==> src/rtl/mm_share_arbiter_pkg.sv <==
// Shared definitions for the two-requester Montgomery multiplier arbiter.
package mm_share_arbiter_pkg;

    localparam int MM_K_DEF = 128;
    localparam int MM_N_DEF = 32;

    typedef enum logic [2:0] {
        ST_IDLE,
        ST_LOAD,
        ST_START,
        ST_RUN,
        ST_DONE
    } mm_state_t;

endpackage

==> src/rtl/mm_share_arbiter_rr_arb2.sv <==
// Two-input round-robin arbiter; the pointer names the favoured requester on a tie.
module rr_arb2 (
    input  logic       clk,
    input  logic       rst,
    input  logic [1:0] i_req,
    input  logic       i_adv,
    output logic [1:0] o_gnt
);

    logic r_ptr;

    always_ff @(posedge clk) begin
        if (rst)
            r_ptr <= 1'b0;
        else if (i_adv)
            r_ptr <= ~r_ptr;
    end

    always_comb begin
        o_gnt = 2'b00;
        case (i_req)
            2'b01:   o_gnt = 2'b01;
            2'b10:   o_gnt = 2'b10;
            2'b11:   o_gnt = r_ptr ? 2'b10 : 2'b01;
            default: o_gnt = 2'b00;
        endcase
    end

endmodule

==> src/rtl/mm_share_arbiter.sv <==
// Shares one Montgomery multiplier between two requesters: load N operand
// words from the winner, launch the task, forward result words back.
module mm_share_arbiter
    import mm_share_arbiter_pkg::*;
#(
    parameter int K = MM_K_DEF,
    parameter int N = MM_N_DEF
) (
    input  logic                 clk,
    input  logic                 rst,
    input  logic [1:0]           req,
    output logic [1:0]           grant,
    input  logic [1:0]           wr_valid,
    input  logic [K-1:0]         wr_x0,
    input  logic [K-1:0]         wr_y0,
    input  logic [K-1:0]         wr_m0,
    input  logic [K-1:0]         wr_x1,
    input  logic [K-1:0]         wr_y1,
    input  logic [K-1:0]         wr_m1,
    output logic [1:0]           res_valid,
    output logic [K-1:0]         res_data,
    output logic [1:0]           done,
    output logic                 err,
    output logic [2:0]           mm_wr_ena,
    output logic [$clog2(N)-1:0] mm_wr_addr,
    output logic [K-1:0]         mm_wr_x,
    output logic [K-1:0]         mm_wr_y,
    output logic [K-1:0]         mm_wr_m,
    output logic                 mm_task_req,
    input  logic                 mm_task_end,
    input  logic                 mm_task_grant,
    input  logic [K-1:0]         mm_task_res
);

    localparam int AW = $clog2(N);
    localparam int CW = AW + 1;

    mm_state_t     r_state, w_next;
    logic [1:0]    r_grant;
    logic [1:0]    w_arb_gnt;
    logic [AW-1:0] r_wcnt;
    logic [CW-1:0] r_rcnt;
    logic [1:0]    r_res_valid;
    logic [K-1:0]  r_res_data;
    logic [2:0]    r_wr_ena;
    logic [AW-1:0] r_wr_addr;
    logic [K-1:0]  r_wr_x, r_wr_y, r_wr_m;
    logic          w_accept;
    logic          w_last;

    rr_arb2 u_arb (
        .clk   (clk),
        .rst   (rst),
        .i_req (req),
        .i_adv (r_state == ST_DONE),
        .o_gnt (w_arb_gnt)
    );

    assign w_accept = (r_state == ST_LOAD) && |(wr_valid & r_grant);
    assign w_last   = w_accept && (r_wcnt == AW'(N - 1));

    always_ff @(posedge clk) begin
        if (rst)
            r_state <= ST_IDLE;
        else
            r_state <= w_next;
    end

    always_comb begin
        w_next = r_state;
        case (r_state)
            ST_IDLE:  if (|req) w_next = ST_LOAD;
            ST_LOAD:  if (w_last) w_next = ST_START;
            ST_START: w_next = ST_RUN;
            ST_RUN:   if (mm_task_end) w_next = ST_DONE;
            ST_DONE:  w_next = ST_IDLE;
            default:  w_next = ST_IDLE;
        endcase
    end

    always_ff @(posedge clk) begin
        if (rst) begin
            r_grant     <= '0;
            r_wcnt      <= '0;
            r_rcnt      <= '0;
            r_res_valid <= '0;
            r_res_data  <= '0;
            r_wr_ena    <= '0;
            r_wr_addr   <= '0;
            r_wr_x      <= '0;
            r_wr_y      <= '0;
            r_wr_m      <= '0;
        end else begin
            r_wr_ena    <= '0;
            r_res_valid <= '0;
            if (r_state == ST_IDLE && |req)
                r_grant <= w_arb_gnt;
            // Word count wraps to 0 after N-1 because N is a power of two.
            if (w_accept) begin
                r_wr_ena  <= 3'b111;
                r_wr_addr <= r_wcnt;
                r_wr_x    <= r_grant[1] ? wr_x1 : wr_x0;
                r_wr_y    <= r_grant[1] ? wr_y1 : wr_y0;
                r_wr_m    <= r_grant[1] ? wr_m1 : wr_m0;
                r_wcnt    <= r_wcnt + 1'b1;
            end
            if (r_state == ST_RUN && mm_task_grant) begin
                r_res_valid <= r_grant;
                r_res_data  <= mm_task_res;
                if (r_rcnt != '1)
                    r_rcnt <= r_rcnt + 1'b1;
            end
            if (r_state == ST_DONE) begin
                r_grant <= '0;
                r_wcnt  <= '0;
                r_rcnt  <= '0;
            end
        end
    end

    assign grant       = r_grant;
    assign res_valid   = r_res_valid;
    assign res_data    = r_res_data;
    assign mm_wr_ena   = r_wr_ena;
    assign mm_wr_addr  = r_wr_addr;
    assign mm_wr_x     = r_wr_x;
    assign mm_wr_y     = r_wr_y;
    assign mm_wr_m     = r_wr_m;
    assign mm_task_req = (r_state == ST_START);
    assign done        = (r_state == ST_DONE) ? r_grant : 2'b00;
    assign err         = (r_state == ST_DONE) && (r_rcnt != CW'(N));

endmodule

==> config.mk <==
export PLATFORM = sky130hd
export DESIGN_NAME = mm_share_arbiter
export DESIGN_NICKNAME = d
export VERILOG_FILES = /design/src/rtl/mm_share_arbiter_pkg.sv /design/src/rtl/mm_share_arbiter_rr_arb2.sv /design/src/rtl/mm_share_arbiter.sv
export SDC_FILE = /design/constraint.sdc
export NUM_CORES = 1
export LEC_CHECK = 0
export CORE_AREA = 4 4 555 557
export CTS_BUF_LIST = sky130_fd_sc_hd__clkbuf_16
export DETAILED_ROUTE_END_ITERATION = 12
export DIE_AREA = 0 0 559 561
export HOLD_SLACK_MARGIN = 0.15
export SLEW_MARGIN = 20
export SYNTH_ARGS = -nofsm -noshare
export SYNTH_HDL_FRONTEND = slang
export SYNTH_SLANG_ARGS = --single-unit
==> constraint.sdc <==
create_clock -name clk -period 1.4 [get_ports clk]
set_input_delay 0.28 -clock clk [delete_from_list [all_inputs] [get_ports clk]]
set_output_delay 0.28 -clock clk [all_outputs]
set_load 0.03 [all_outputs]
Word level (Yosys, flattened, before mapping):

Index checks and enable logic that the tools add are counted.

* bits in registers: 539
* output and inout port bits: 528
* logic and storage cells: 53

* add/subtract/negate cells: 2
* equal/unequal tests: 13
* mux-type cells: 11
* bitwise operators: 3
* reduce and logical (&&, ||, !) cells: 12

Operators with widths (count)
* $mux W128: 3
* $mux W3: 4
* $ne A6 B6 Y1 const B: 2
* $pmux W3 S4: 1
* $reduce_or A2 Y1: 4
* $add A6 B1 Y6 const B: 1
* $eq A3 B2 Y1 const B: 2
* $ne A2 B2 Y1 const B: 3
* $pmux W2 S3: 1
* $add A5 B1 Y5 const B: 1
* $eq A5 B5 Y1 const B: 1
* $logic_and A1 B1 Y1: 5
* $eq A2 B2 Y1 const B: 2
* $mux W2: 2
* $eq A3 B1 Y1 const B: 1
* $eq A3 B3 Y1 const B: 1
* $logic_not A3 Y1: 1
* $reduce_and A3 Y1: 1
* $and A2 B2 Y2: 1
* $eq A2 B1 Y1 const B: 1
* $not A1 Y1: 2
* $reduce_and A2 Y1: 1

Depth between registers and ports, before layout:

Gate-level depths: netlist of the first run.

* depth after elaboration: 6
* gate-level depth with buffers: 7
* mapped depth without buffers: 5

Modules after synthesis:

A second synthesis of the first run with hierarchy kept.

* cell total of the unflattened synthesis: 2449
* area total of the unflattened synthesis: 23442.5 µm²

Modules (own cells, without submodules)
* mm_share_arbiter: instances 1, cells an instance 2443, area each 23391.2 µm², sequential area each 10730.3 µm²
* rr_arb2: instances 1, cells an instance 6, area each 51.3 µm², sequential area each 20.0 µm²

Worst setup path before layout of the first run:

Ideal clock, no wire load.

* path kind: register -> output
* start point: reg r_state[1]
* end point: out err
* arrival time: 1.608 ns
* required time: 1.120 ns
* slack: -0.488 ns
* stages on the path, launching flop included: 5
* path buffers: 2
* path through: dfxtp_1 > buf_2 > or3b_2 > buf_2 > a41oi_1

* cells in the longest elaborated chain, start to end: 2

RTL lines
* from (decl): RTL line mm_share_arbiter.sv:38 `mm_state_t r_state, w_next;`
* from (signal assigned): RTL line mm_share_arbiter.sv:66 `r_state <= w_next;`
* $eq A3 B3 Y1: RTL line mm_share_arbiter.sv:131 `assign err = (r_state == ST_DONE) && (r_rcnt != CW'(N));`
* $logic_and A1 B1 Y1: RTL line mm_share_arbiter.sv:131
* to (decl): RTL line mm_share_arbiter.sv:23 `output logic err,`

Every way passes these cells.

Worst setup path in the final report of the first run:

* start point: reg r_state[0]
* end point: reg r_wr_y[29] (netlist: mm_wr_y[29])

* cells in the longest elaborated chain, start to end: 2

RTL lines
* $eq A3 B1 Y1: RTL line mm_share_arbiter.sv:59 `assign w_accept = (r_state == ST_LOAD) && |(wr_valid & r_grant);`
* $logic_and A1 B1 Y1: RTL line mm_share_arbiter.sv:59
* to (signal assigned): RTL line mm_share_arbiter.sv:103 `r_wr_y <= r_grant[1] ? wr_y1 : wr_y0;`
* to (decl): RTL line mm_share_arbiter.sv:47 `logic [K-1:0] r_wr_x, r_wr_y, r_wr_m;`

Every way passes these cells.
A chain may end at the register's enable or synchronous reset.

==> results of run 1 <==
-- Yosys cell counts, types with 4 or more instances --
cell      count  area share, %
o21ai_0       9           0.19
mux2i_1     387             17
buf_6        43            2.1
clkbuf_1     80            1.3
ha_1          4           0.21
dfxtp_1     537             46
clkbuf_8     21            1.2
a21oi_1     524             11
a211oi_1    385             12
buf_4        14           0.45
and3_1        7           0.19
nand2_1     259            4.2
buf_2       108            2.3
nor2_1        6          0.096
inv_1         4          0.064
nand3_1      17           0.36
-- critical path, cell delays in order, from the launching register on --
cell and delay [ns]:
dfxtp_2 0.32, buf_6 0.11, buf_4 0.13, buf_6 0.11
buf_6 0.12, nor3b_4 0.15, buf_12 0.13, buf_12 0.13
buf_16 0.15, buf_16 0.16, buf_12 0.15, buf_16 0.14
buf_6 0.12, a21oi_4 0.13, a211oi_2 0.04
-- cell families (layout without fill, tap and decap cells) --
group | count (synthesis) | count (layout) | share of synthesized area, %
compound gates | 933 | 933 | 24.3
flops | 537 | 537 | 46.0
mux | 387 | 387 | 16.6
simple gates | 310 | 310 | 5.48
buf+inv | 273 | 2412 | 7.46
fa+ha+maj | 4 | 4 | 0.214
xor+xnor | 1 | 1 | 0.0375
other cells | 0 | 95 | 0
-- state kept, by name, indices dropped and copies added, names as in the netlist, 2 cells and up --
register,count
mm_wr_m,128
mm_wr_x,128
mm_wr_y,128
res_data,128
r_rcnt,6
mm_wr_addr,5
r_wcnt,5
r_state,3
grant,2
res_valid,2
-- repair_timing --
item                                     CTS  global route
cloned                                    15            34
resized for setup                       1617           446
buffers inserted                          82            83
pin swaps                                110           249
endpoints found under the setup margin  1063          1064
hold buffers                             351             0
endpoints found under the hold margin    320             0
-- routing by layer --
metal / vias to the layer above / wire length, µm / share of wire [%]
met5: - / 1170 / 0.44
met1: 14846 / 104000 / 39
met4: 182 / 15000 / 5.6
met2: 1945 / 118000 / 44
met3: 683 / 30300 / 11
li1: 13311 / - / -
-- through the flow --
| step | std cells | hold WS [ns] | setup WS [ns] | util (%) | power (mW) |
|---|---|---|---|---|---|
| after floorplan | 2445 | 0.398 | -0.111 | - | 22.6 |
| after global placement | 7885 | 0.442 | -0.840 | 15.8 | 30.9 |
| after detailed placement | 7885 | 0.446 | -0.863 | 15.8 | 31.0 |
| after CTS | 8462 | 0.150 | -0.968 | 18.4 | 53.5 |
| after global routing | 8613 | 0.185 | -0.959 | 19.6 | 57.5 |
| final | 8657 | 0.221 | -0.867 | 19.7 | 55.6 |
-- report_power, final --
group	internal, mW	switching (mW)	total (mW)
Sequential	16.1	0.916	17.0
Combinational	9.94	9.13	19.1
Clock	11.2	8.31	19.5
Total	37.2	18.4	55.6
-- path summary, 6_finish.rpt --
kind                    to  slack [ns]  depth (start not counted)
max            mm_wr_y[29]       -0.87                         14
min           res_data[37]        0.22                          3
max reg2reg    mm_wr_y[29]       -0.87                         14
min reg2reg  res_data[119]        0.46                          2
-- final cells by class --
| class | count | share of cell area [%] |
|---|---|---|
| timing repair buffer | 2277 | 45.9 |
| multi-input combinational | 1635 | 22.9 |
| sequential | 537 | 18.5 |
| tap | 3978 | 8.36 |
| clock buffer | 76 | 3.20 |
| clock inverter | 54 | 0.807 |
| antenna | 95 | 0.400 |
| inverter | 5 | 0.0315 |
==> flow_summary.json, run 1 <==
{
  "ys_ff_latch": 537,
  "critPathKind": "flop to flop",
  "die_area_mm2": 0.314,
  "fillers": 32694,
  "avgSynthCellArea_um2": 9.57,
  "syn_inst": 2445,
  "layout_commonest_cell": "clkdlybuf4s50_1",
  "ant_nets": 0,
  "synth_edf_count": 0,
  "viasPerCell": 3.58,
  "holdCritStartpoint": "mm_task_res[37]",
  "synth_ff_type": "dfxtp_1",
  "rsz0062_at_grt": "true",
  "cp.arrival_ns": 2.90,
  "first_pass_iters": 5,
  "multiInputGateArea_mm2": 0.0136,
  "seq_area_mm2": 0.0110,
  "placed_area_mm2": 0.0479,
  "p_leak_nw": 20.3,
  "drcViolationCount": 0,
  "grt.total_usage_pct": 15.8,
  "grtUsageMet2_pct": 25.0,
  "clkTransAtPathRegs_ns": 0.06,
  "hold_path.class": "primary input to flop",
  "cp-startpoint": "r_state[0]",
  "slew_violations": 0,
  "met3_usage_pct": 7.45,
  "tritoncts": "yes",
  "hold_viol": 0,
  "vdd_drop_max_mv": 0.657,
  "fp.dieW_um": 559,
  "clkLatencyLatePin_ns": 0.76,
  "cp_max_fo": 6,
  "grt_antenna_before_repair": 328,
  "area_growth_pct": 154,
  "layout-drive-gt1-share_pct": 38.6,
  "grt_max_degree": 64,
  "min_period_over_period_pct": 162,
  "core_area_mm2": 0.303,
  "start_util_pct": 7.73,
  "layout_common_cells": "clkdlybuf4s50_1, buf_12, mux2i_1",
  "ys_types": 45,
  "worst_slack_ns": -0.867,
  "yosysSeqAreaShare_pct": 46.0,
  "ios": 1432,
  "met1_usage_pct": 18.3,
  "fin_worst_skew_ns": 0.0339,
  "h-tree-depth": 3,
  "r2r-start": "r_state[0]",
  "gp_congestion": 0.934,
  "synthesis.nets": 3353,
  "rows": 202,
  "post_drt_wl_per_cell_um": 31.0,
  "clock-sinks": 537,
  "grt_busiest_layer": "met2",
  "dp_hpwl_um": 224000,
  "grt_pass1_vias": 30129,
  "cts-buffers-inserted": 76,
  "fin_crit_ns": 2.27,
  "p_per_area_mw_per_mm2": 934,
  "netlist_area_mm2": 0.0234,
  "slew_headroom_pct": 61.3,
  "synth_warnings": 0,
  "status": "finished, violations left",
  "drtIter0Drc": 2181,
  "grt_pass1_wl_um": 326000,
  "setup_viol_count_final": 1064,
  "die_h_um": 561,
  "vias": 30967,
  "fin_nets": 5440,
  "port_buffers": 1431,
  "clockBufferDepth": 4,
  "grt_overflow_total": 0,
  "tightest_slew_ns": 0.565,
  "fin_tns_setup_ns": -395.28,
  "clockRootBuffer": "clkbuf_16",
  "drv.max_cap_violation_count": 0,
  "endpoint_kind": "flop",
  "violations": "negative setup slack",
  "cp.required_ns": 2.04,
  "final_area_mm2": 0.0595,
  "async_flop_share_pct": 0,
  "wl_um": 269000,
  "critPathLaunchType": "flop",
  "max_freq_ghz": 0.441
}
(Power assumes the default switching activity.)
==> run 2: changes to the inputs <==
- CORE_AREA: 4 4 555 557 -> 4 4 563 565
- DIE_AREA: 0 0 559 561 -> 0 0 567 569
- clock period: 1.4 -> 2.3 ns (I/O delays scaled with it)
==> run 2 against run 1 <==
Net effect: the flow still finishes with violations (negative setup slack); count of clock-buffer cells in the layout is 1 lower; sequential share of layout area grew 5.4 points; clock skew down 0.012 ns; via count fell by 14%; sequential cell count is the same.
==> flow_summary.json, run 2 (synthesis results as in run 1) <==
{
  "status": "finished, violations left",
  "violations": "negative setup slack",
  "drt-met1-wl_um": 88300,
  "grt_pass1_vias": 25425,
  "layout_common_cells": "clkdlybuf4s50_1, dfxtp_1, a21oi_1",
  "clkTransAtPathRegs_ns": 0.06,
  "top_layer": "met5",
  "rows": 205,
  "max_freq_ghz": 0.434,
  "die_h_um": 569,
  "critPathKind": "flop to primary output",
  "h-tree-depth": 3,
  "dr_wl_met3_um": 42200,
  "grt_pass1_wl_um": 294000,
  "slew_violations": 0,
  "grt_antenna_before_repair": 233,
  "seq_area_mm2": 0.0108,
  "grt.total_usage_pct": 14.2,
  "fin_nets": 4821,
  "clockBufferDepth": 4,
  "cp.arrival_ns": 1.85,
  "grt_max_degree": 71,
  "endpoint_kind": "primary output",
  "dp_hpwl_um": 214000,
  "viasPerCell": 3.28,
  "design_power_total_mw": 28.4,
  "clock-sinks": 537,
  "tightest_slew_ns": 0.721,
  "met2_length_um": 99300,
  "hold_viol": 0,
  "layout_commonest_cell": "clkdlybuf4s50_1",
  "clkLatencyLatePin_ns": 0.76,
  "gp_congestion": 0.971,
  "ios": 1432,
  "hold_path.class": "primary input to flop",
  "cp_max_fo": 3,
  "vias": 26755,
  "place_ws_ns": -0.220,
  "drv.max_cap_violation_count": 0,
  "critPathLaunchType": "flop",
  "drtIter0Drc": 2018,
  "min_period_over_period_pct": 100,
  "p_leak_nw": 16.0,
  "final_core_util_pct": 14.5,
  "port_buffers": 1431,
  "first_pass_iters": 5,
  "fin_worst_skew_ns": 0.0217,
  "fp.dieW_um": 567,
  "post_drt_wl_per_cell_um": 29.5,
  "layout-drive-gt1-share_pct": 12.4,
  "clockRootBuffer": "clkbuf_16",
  "worst_slack_ns": -0.00610,
  "setup_viol_count_final": 1,
  "multiInputGateArea_mm2": 0.0109,
  "tritoncts": "yes",
  "ant_nets": 0,
  "start_util_pct": 7.51,
  "vdd_drop_max_mv": 0.412,
  "rsz0062_at_grt": "true",
  "area_growth_pct": 92.9,
  "cp.required_ns": 1.84,
  "wl_um": 241000,
  "grt_overflow_total": 0,
  "p_per_area_mw_per_mm2": 630,
  "drcViolationCount": 0,
  "fillers": 35597,
  "core_area_mm2": 0.311,
  "slew_headroom_pct": 52.2,
  "fin_tns_setup_ns": -0.00610,
  "cts-buffers-inserted": 75,
  "die_area_mm2": 0.323,
  "fin_crit_ns": 2.31
}
[run 2: area by class of cell]
class / count / area share, %
antenna: 62 / 0.344
clock buffer: 75 / 4.16
clock inverter: 53 / 0.787
inverter: 5 / 0.0416
multi-input combinational: 1635 / 24.2
sequential: 537 / 23.8
tap: 4140 / 11.5
timing repair buffer: 1659 / 35.1
[run 2: metrics by stage]
stage / cell area [µm²] / hold slack (ns) / cells
floorplan: 23400 / 0.457 / 2445
global placement: 43000 / 0.442 / 7956
detailed placement: 43000 / 0.446 / 7956
CTS: 45000 / 0.152 / 8104
global route: 45000 / 0.196 / 8129
finish: 45100 / 0.251 / 8166
[run 2: timing repair]
item / 4_1_cts / 5_1_grt
hold buffers: 16 / 0
endpoints found under the setup margin: 357 / 4
pin swaps: 0 / 0
setup buffers: 5 / 0
hold endpoints to repair: 20 / 0
gates resized for setup: 371 / 5
[run 2: report_power, final]
part / total (mW) / switching (mW) / internal (mW)
registers: 10.0 / 0.269 / 9.76
logic: 7.24 / 4.07 / 3.17
clock network: 11.2 / 4.97 / 6.19
total: 28.4 / 9.30 / 19.1
[run 2: worst paths after layout]
kind	startpoint	endpoint	slack, ns	cells after the start
setup / recovery	r_state[1]	err	-0.006	3
hold / removal	mm_task_res[64]	res_data[64]	0.25	3
setup reg to reg	r_state[1]	mm_wr_x[98]	0.13	8
hold reg to reg	res_data[35]	res_data[35]	0.45	2
[run 2: critical path: stages, from the launching register on]
cell	delay (ns)
dfxtp_2	0.34
or3b_4	0.41
a41oi_2	0.18
buf_6	0.16
[run 2: metal layers]
layer / GRT usage (%) / vias up
met5: 0.476 / -
met4: 5.05 / 154
met3: 11.2 / 541
met2: 20.9 / 1702
li1: - / 12045
met1: 15.2 / 12313
